## src/rtl/serial_out8_if.sv

```systemverilog
// Byte-in / bit-out handshake bundle for serial_out8.
// The master side offers bytes and watches the serial stream; the slave side is the serializer.
interface serial_out8_if;
    logic       in_valid;
    logic [7:0] in_data;
    logic       in_ready;
    logic       ser_out;
    logic       ser_valid;
    logic       frame_start;
    logic       busy;

    modport master (
        output in_valid, in_data,
        input  in_ready, ser_out, ser_valid, frame_start, busy
    );

    modport slave (
        input  in_valid, in_data,
        output in_ready, ser_out, ser_valid, frame_start, busy
    );
endinterface

```

## src/rtl/serial_out8.sv

```systemverilog
// Parallel-to-serial byte shifter, DIV clocks per bit, back-to-back frames without gaps.
// Define SERIAL_OUT8_PARITY_EN to append an even-parity bit after the 8 data bits.
module serial_out8 #(
    parameter int DIV       = 1,
    parameter bit MSB_FIRST = 1'b1
) (
    input  logic          clk,
    input  logic          rst,
    serial_out8_if.slave  bus
);

    localparam logic [7:0] DIV_LAST = 8'(DIV - 1);

`ifdef SERIAL_OUT8_PARITY_EN
    typedef enum logic [1:0] {IDLE = 2'd0, SHIFT = 2'd1, PARITY = 2'd2} state_t;
`else
    typedef enum logic [0:0] {IDLE = 1'b0, SHIFT = 1'b1} state_t;
`endif

    state_t     state_reg;
    logic [7:0] div_cnt_reg;
    logic [3:0] bit_idx_reg;
    logic [7:0] data_reg;
    logic       ser_out_reg;
    logic       ser_valid_reg;
    logic       frame_start_reg;
    logic       busy_reg;

    logic       bit_done;
    logic       final_bit;
    logic       in_ready;
    logic       accept;
    logic [2:0] next_idx;

    function automatic logic pick(input logic [7:0] d, input logic [2:0] idx);
        return MSB_FIRST ? d[3'd7 - idx] : d[idx];
    endfunction

    assign bit_done = (div_cnt_reg == DIV_LAST);
`ifdef SERIAL_OUT8_PARITY_EN
    assign final_bit = (state_reg == PARITY);
`else
    assign final_bit = (state_reg == SHIFT) && (bit_idx_reg == 4'd7);
`endif
    // Gated by rst so the handshake reads 0 for the whole reset window, not just after an edge.
    assign in_ready = !rst && ((state_reg == IDLE) || (final_bit && bit_done));
    assign accept   = bus.in_valid && in_ready;
    assign next_idx = bit_idx_reg[2:0] + 3'd1;

    always_ff @(posedge clk or posedge rst) begin
        if (rst) begin
            state_reg       <= IDLE;
            div_cnt_reg     <= 8'd0;
            bit_idx_reg     <= 4'd0;
            data_reg        <= 8'd0;
            ser_out_reg     <= 1'b0;
            ser_valid_reg   <= 1'b0;
            frame_start_reg <= 1'b0;
            busy_reg        <= 1'b0;
        end else begin
            frame_start_reg <= 1'b0;
            if (accept) begin
                // New frame: first bit goes straight into the output register.
                state_reg       <= SHIFT;
                data_reg        <= bus.in_data;
                div_cnt_reg     <= 8'd0;
                bit_idx_reg     <= 4'd0;
                ser_out_reg     <= pick(bus.in_data, 3'd0);
                ser_valid_reg   <= 1'b1;
                frame_start_reg <= 1'b1;
                busy_reg        <= 1'b1;
            end else begin
                case (state_reg)
                    SHIFT: begin
                        if (bit_done) begin
                            div_cnt_reg <= 8'd0;
                            if (bit_idx_reg == 4'd7) begin
`ifdef SERIAL_OUT8_PARITY_EN
                                state_reg   <= PARITY;
                                bit_idx_reg <= 4'd8;
                                ser_out_reg <= ^data_reg;
`else
                                state_reg     <= IDLE;
                                bit_idx_reg   <= 4'd0;
                                ser_out_reg   <= 1'b0;
                                ser_valid_reg <= 1'b0;
                                busy_reg      <= 1'b0;
`endif
                            end else begin
                                bit_idx_reg <= bit_idx_reg + 4'd1;
                                ser_out_reg <= pick(data_reg, next_idx);
                            end
                        end else begin
                            div_cnt_reg <= div_cnt_reg + 8'd1;
                        end
                    end
`ifdef SERIAL_OUT8_PARITY_EN
                    PARITY: begin
                        if (bit_done) begin
                            state_reg     <= IDLE;
                            div_cnt_reg   <= 8'd0;
                            bit_idx_reg   <= 4'd0;
                            ser_out_reg   <= 1'b0;
                            ser_valid_reg <= 1'b0;
                            busy_reg      <= 1'b0;
                        end else begin
                            div_cnt_reg <= div_cnt_reg + 8'd1;
                        end
                    end
`endif
                    default: ;
                endcase
            end
        end
    end

    assign bus.in_ready    = in_ready;
    assign bus.ser_out     = ser_out_reg;
    assign bus.ser_valid   = ser_valid_reg;
    assign bus.frame_start = frame_start_reg;
    assign bus.busy        = busy_reg;

endmodule
```

## src/flat_wrapper.sv

```systemverilog
// flat-port wrapper written by rule: the top's interface ports become plain ports
module serial_out8_flat 
#(
    parameter int DIV       = 1,
    parameter bit MSB_FIRST = 1'b1
)
  (clk, rst, bus_in_valid, bus_in_data, bus_in_ready, bus_ser_out, bus_ser_valid, bus_frame_start, bus_busy);
  serial_out8_if bus_i ();
  input  logic clk;
  input  logic rst;
  input wire logic [$bits(bus_i.in_valid)-1:0] bus_in_valid;
  input wire logic [$bits(bus_i.in_data)-1:0] bus_in_data;
  output wire logic [$bits(bus_i.in_ready)-1:0] bus_in_ready;
  output wire logic [$bits(bus_i.ser_out)-1:0] bus_ser_out;
  output wire logic [$bits(bus_i.ser_valid)-1:0] bus_ser_valid;
  output wire logic [$bits(bus_i.frame_start)-1:0] bus_frame_start;
  output wire logic [$bits(bus_i.busy)-1:0] bus_busy;
  assign bus_i.in_valid = bus_in_valid;
  assign bus_i.in_data = bus_in_data;
  assign bus_in_ready = bus_i.in_ready;
  assign bus_ser_out = bus_i.ser_out;
  assign bus_ser_valid = bus_i.ser_valid;
  assign bus_frame_start = bus_i.frame_start;
  assign bus_busy = bus_i.busy;
  serial_out8 #(.DIV(DIV), .MSB_FIRST(MSB_FIRST)) u_core (.clk(clk), .rst(rst), .bus(bus_i));
endmodule
```

## config.mk

```make
export PLATFORM = sky130hd
export DESIGN_NAME = serial_out8_flat
export DESIGN_NICKNAME = d
export VERILOG_FILES = /design/src/rtl/serial_out8_if.sv /design/src/rtl/serial_out8.sv /design/src/flat_wrapper.sv
export SDC_FILE = /design/constraint.sdc
export NUM_CORES = 1
export LEC_CHECK = 0
export ABC_AREA = 1
export CORE_MARGIN = 2
export CORE_UTILIZATION = 55
export CTS_CLUSTER_DIAMETER = 120
export DETAILED_ROUTE_END_ITERATION = 12
export GPL_ROUTABILITY_DRIVEN = 0
export PLACE_DENSITY = 0.77
export SYNTH_ARGS = -nofsm -noshare
export SYNTH_HDL_FRONTEND = slang
export SYNTH_SLANG_ARGS = --single-unit
export TNS_END_PERCENT = 20
```

## constraint.sdc

```tcl
create_clock -name clk -period 2.85 [get_ports clk]
set_input_delay 0.4275 -clock clk [delete_from_list [all_inputs] [get_ports clk]]
set_output_delay 0.4275 -clock clk [all_outputs]
set_load 0.03 [all_outputs]
```

==> impl_metrics.json <==
{
  "htreeDepth": 1,
  "internal_power_w": 0.000498,
  "finalCriticalPeriod_ns": 2.19,
  "max_freq_mhz": 456,
  "critPathKind": "register to primary output",
  "cp_slowest_stage_delay_ns": 0.50,
  "maxCapViolCount": 0,
  "crit_buf_inv": 2,
  "nNetsFinal": 197,
  "clockPowerShare": 0.405,
  "area_delta_synth_final_pct": 16.8,
  "setup_ws_ns": 0.659,
  "synth_area_per_cell_sq_um": 7.86,
  "critical_path.cell_chain": "ha_1, nand2_1, nor2_2, nand3_1, nand2_2, nand2_1, inv_1, buf_4",
  "hold_buffers": 0,
  "cts_tree": "done",
  "clk_pin_slew_worst_paths_ns": 0.14,
  "hold_slack_ns": 0.465,
  "swShare": 0.193,
  "post-dp-hpwl_microns": 1970,
  "vias": 1096,
  "drive_gt1_frac": 0.104,
  "io_pins": 16,
  "clockBufferDepth": 2,
  "antennaDiodeCount": 0,
  "cp.arrival_ns": 1.76,
  "worstPathRequired_ns": 2.42,
  "crit_top_cell": "nand2_1",
  "hold_viol_final": 0,
  "synthMuxAreaShare": 0,
  "synth_ff_type": "dfrtp_1",
  "core_sq_um": 2210,
  "vias_per_cell": 5.22,
  "start_util": 0.583,
  "track_usage": 0.212,
  "insertion_delay_ns": 0.33,
  "place_area_sq_um": 1450,
  "tightest_slew_ns": 0.505,
  "syn_inst": 164,
  "syn_area_sq_um": 1290,
  "synth_edf_count": 0,
  "synth_fp_nets": 178,
  "powerDensity_nw_per_um2": 410,
  "cp_slowest_cell": "dfrtp_1",
  "wire_per_inst_microns": 12.2,
  "first_pass_iters": 4,
  "die_w_microns": 52.4,
  "numCtsBuffers": 3,
  "setup_tns_ns": 0,
  "cts.sink_count": 24,
  "fillers": 186,
  "end_kind": "primary output",
  "p_leak_nw": 0.814,
  "min_path_type": "primary input to asynchronous set/reset pin",
  "port_buffers": 15,
  "drt_iter0_drc": 13,
  "yosysWarnings": 0,
  "period_share": 0.769,
  "async_flop_share": 1.00,
  "row_count": 17,
  "antenna_found_initial": 0,
  "totalWireLength_microns": 2560,
  "synthSimpleGateAreaFrac": 0.272,
  "cts_root_buffer": "clkbuf_4",
  "ys_seq_area_frac": 0.466,
  "synth_compound_area_frac": 0.111,
  "slew_violations": 0,
  "synth_top_family_by_area": "simple AND/OR/NAND/NOR gates",
  "design_area_sq_um": 1510,
  "grt_overflow_total": 0,
  "status": "complete, no violations",
  "synth-xor-area-share": 0.0136,
  "fin_skew_ns": 0.0119,
  "place_ws_ns": 0.679,
  "path_max_fanout": 8,
  "power_frac_seq": 0.552,
  "finalSetupViolations": 0,
  "ant_nets": 0,
  "grt_pass1_wl_microns": 4230,
  "power.share.combinational": 0.043,
  "synth.distinct_cells": 25,
  "p_switching_w": 0.000119,
  "rsz0062_at_grt": "no",
  "die_h_microns": 52.4,
  "crit_family": "flip-flops",
  "dieArea_sq_um": 2750,
  "synth-adder-area-share": 0.0291,
  "finish.utilization": 0.680,
  "relSlewSlack": 0.663,
  "ir_drop_v": 0.000399,
  "post-cts-setup-buffers": 0,
  "cp-start-kind": "register",
  "post_cts_resized": 0,
  "first_global_vias": 1011,
  "grt_max_degree": 15,
  "synth_seq_cells": 24,
  "post-route-drc-count": 0
}
synthesized netlist by cell type (2+ instances only):
cell type / number / area (sq um)
xor2_1: 2 / 17.5
nor3_1: 2 / 10.0
o21ai_2: 4 / 35.0
inv_1: 24 / 90.1
nand3_1: 10 / 50.1
nand4_1: 4 / 25.0
o21ai_1: 2 / 10.0
o31ai_1: 2 / 15.0
nand2_1: 53 / 199
nand2_2: 2 / 12.5
ha_1: 3 / 37.5
nor2_1: 10 / 37.5
buf_6: 3 / 33.8
dfrtp_1: 24 / 601
o21ai_0: 6 / 30.0
a21oi_1: 4 / 20.0
layer usage:
metal,vias up,track usage,wire [microns]
li1,555,-,-
met2,26,0.329,1190
met3,7,0.0257,74
met1,508,0.279,1220
met5,-,0,0
met4,0,0.132,73
power by group through the flow:
stage / registers, W / clock network (W) / logic (W)
floorplan: 0.000347 / 0 / 0.00000649
global placement: 0.000347 / 0 / 0.0000266
detailed placement: 0.000347 / 0 / 0.0000269
CTS: 0.000341 / 0.000255 / 0.0000270
global route: 0.000341 / 0.000267 / 0.0000287
finish: 0.000341 / 0.000250 / 0.0000266
cell type report:
type,count,area [sq um],share of cell area
Clock inverter,1,30.0,0.0200
Inverter,26,98.8,0.0657
Clock buffer,3,22.5,0.0150
Sequential cell,24,601,0.399
Tap cell,28,35.0,0.0233
Multi-Input combinational cell,110,548,0.364
Timing Repair Buffer,18,170,0.113
cell usage in the layout (no fill, tap or decap), types with 2 or more instances in the layout:
| cell | instances |
|---|---|
| o21ai_0 | 6 |
| nor3_1 | 2 |
| a21oi_1 | 4 |
| xor2_1 | 2 |
| ha_1 | 3 |
| inv_1 | 24 |
| buf_4 | 4 |
| nand2_1 | 53 |
| clkbuf_4 | 3 |
| dfrtp_1 | 24 |
| nand2_2 | 2 |
| o21ai_2 | 4 |
| nand3_1 | 10 |
| o21ai_1 | 2 |
| clkdlybuf4s50_1 | 14 |
| o31ai_1 | 2 |
| nand4_1 | 4 |
| nor2_1 | 10 |
through the flow:
stage                     cells  power [W]
final                       210   0.000617
after global routing        210   0.000636
after CTS                   210   0.000623
after detailed placement    206   0.000374
after global placement      206   0.000374
after floorplan             164   0.000353
logic make-up (layout without fill, tap and decap cells):
group                    after synthesis  in the layout
AO/OA/AOI/OAI                         22             22
XOR/XNOR                               2              2
adder cells (fa/ha/maj)                3              3
buffers and inverters                 30             48
flip-flops                            24             24
AND/OR/NAND/NOR                       83             83
worst paths after layout:
path / startpoint / to / slack [ns] / cells past startpoint
max: u_core.bit_idx_reg[0] / bus_in_ready / 0.66 / 8
min: rst / u_core.data_reg[7] / 0.47 / 2
max reg2reg: u_core.bit_idx_reg[0] / u_core.data_reg[0] / 0.99 / 9
min reg2reg: u_core.data_reg[3] / u_core.data_reg[3] / 0.51 / 2
max in group asynchronous: rst / u_core.bit_idx_reg[3] / 1.94 / 3
min in group clk: u_core.data_reg[3] / u_core.data_reg[3] / 0.51 / 2
Note: power is estimated with default switching activity, not from simulation.
==> RTL change, RTL diff (config.mk and constraints unchanged) <==
Add a define of `SERIAL_OUT8_PARITY_EN`.
--- a/src/rtl/serial_out8.sv
+++ b/src/rtl/serial_out8.sv
@@ -1,5 +1,7 @@
 // Parallel-to-serial byte shifter, DIV clocks per bit, back-to-back frames without gaps.
 // Define SERIAL_OUT8_PARITY_EN to append an even-parity bit after the 8 data bits.
+`define SERIAL_OUT8_PARITY_EN
+
 module serial_out8 #(
     parameter int DIV       = 1,
     parameter bit MSB_FIRST = 1'b1
Behaviour: not the same (a bounded check fails within 10 cycles, from zero or initial values and one cycle with rst high).
==> RTL change against the original RTL <==
Cell area grew 19%; synthesized cell count is 35% higher; core utilization down 3.3 points; clock skew fell by 0.0077 ns; sequential cell count grew 1; combinational power is 10% lower; worst setup slack got worse by 0.35 ns; critical path type unchanged; wire length up 11%; area after synthesis is 23% higher; first-iteration DRC count grew to 2.9 times the old value; sequential share of layout area shrank 4.8 points; register-to-register slack improved by 0.18 ns; power is 12% lower.
==> RTL change: results (changes against the original RTL) <==
[run_status]
outcome = completed

[place]
place_area_mm2 = 0.00176  ; +21%
placed_cells = 266  ; +29%
dp_hpwl_mm = 2.27  ; +15%
portBuffers = 15  ; unchanged
pre_cts_slack_ns = 0.558  ; -0.121 ns

[grt]
global_route.usage.total_pct = 20.5  ; -0.64 points
grt_pass1_wl_mm = 5.35  ; +26%
grt_pass1_vias = 1253  ; +24%
grt_max_degree = 19  ; +4

[synth]
ys_seq_area_share_pct = 39.3  ; -7.3 points
synth_common_cells = nand2_1 (83), inv_1 (31), dfrtp_1 (25), o21ai_0 (18), nand3_1 (17)
synth_cell_types = 29  ; +16%
syn-num-nets = 240  ; +35%
netlist_instances = 222  ; +35%
synth.area.top_cells = dfrtp_1 (39%), nand2_1 (20%), inv_1 (7.3%)

[sta]
clock_skew_ns = 0.00415  ; -0.00771 ns
max_slew_margin_pct = 74.7  ; +8.4 points
hold_slack_ns = 0.352  ; -0.113 ns
fin_tns_setup_ns = 0  ; unchanged
fmax_mhz = 394  ; -14%

[cells_and_area]
fin_nets = 258  ; +31%
drive_above_1_share_pct = 6.28  ; -4.2 points

[setup_path]
slowest_stage = clkdlybuf4s50_1
slowest_delay_ns = 0.65  ; +0.15 ns
worst-path-max-fanout = 3  ; -5
worstPathArrival_ns = 2.11  ; +0.35 ns
reg2reg_slack_ns = 1.17  ; +0.18 ns

[pwr]
power.leakage_uw = 0.000942  ; +16%
ir_drop_mv = 0.270  ; -32%

[route]
dr_wl_met3_um = 99  ; +34%
wire_per_inst_um = 10.6  ; -13%
route.met2.wl_mm = 1.20  ; +1.1%
via_per_inst = 5.04  ; -3.5%
m1WireLength_mm = 1.51  ; +23%
drt_iter0_drc = 38  ; +25
wl_mm = 2.86  ; +11%

[clock_tree]
cts_buffer_depth = 2  ; unchanged

==> RTL change: changes by cell type in the layout (fill, tap and decap cells not counted), sizes merged, moves of 3 or more <==
cell / change
nand2: +31
inv: +8
o21ai: +7
o31ai: -3
ha: +4
nand3: +9
==> RTL change: cell type report <==
cell class | instances | area (um2)
Fill cell | 245 | 973
Multi-Input combinational cell | 160 | 802
Sequential cell | 25 | 626
Timing Repair Buffer | 17 | 165
Inverter | 33 | 126
Tap cell | 31 | 38.8
Clock buffer | 4 | 26.3
==> RTL change: critical path: cells and delay by family, from the launching register on <==
kind,cells,cell delay (ns)
simple gates,5,0.43
buf+inv,3,0.79
fa+ha+maj,1,0.15
flops,1,0.42
==> RTL change: final timing paths <==
path,end,from,cells past startpoint
max,bus_in_ready,u_core.div_cnt_reg[0],9
min,u_core.state_reg[1],rst,2
max reg2reg,u_core.bit_idx_reg[3],u_core.state_reg[1],7
min reg2reg,u_core.bus.ser_out,u_core.bus.ser_out,2
max in group asynchronous,u_core.data_reg[4],rst,3
min in group clk,u_core.bus.ser_out,u_core.bus.ser_out,2
==> RTL change: cell families after synthesis <==
logic type	Yosys count	synth area share (%)
AOI/OAI and AO/OA	30	10.4
xor gates and xnor gates	2	1.10
adders and majority gates	7	5.50
buffers and inverters	37	10.3
DFF	25	39.3
and+or+nand+nor	121	33.4
==> RTL change: where the power goes <==
part	leakage (uW)	switching, uW	internal (uW)	total, uW
Sequential	0.000292	0	355	355
Combinational	0.000635	10.8	13.1	23.9
Clock	0.0000150	107	54.8	161
Total	0.000942	117	423	540
==> RTL change: metal layers <==
layer  vias to the layer above  track usage, %
met5                         -               0
met4                         0            9.30
met3                         4            3.13
met2                        24            29.5
met1                       594            30.5
li1                        738               -
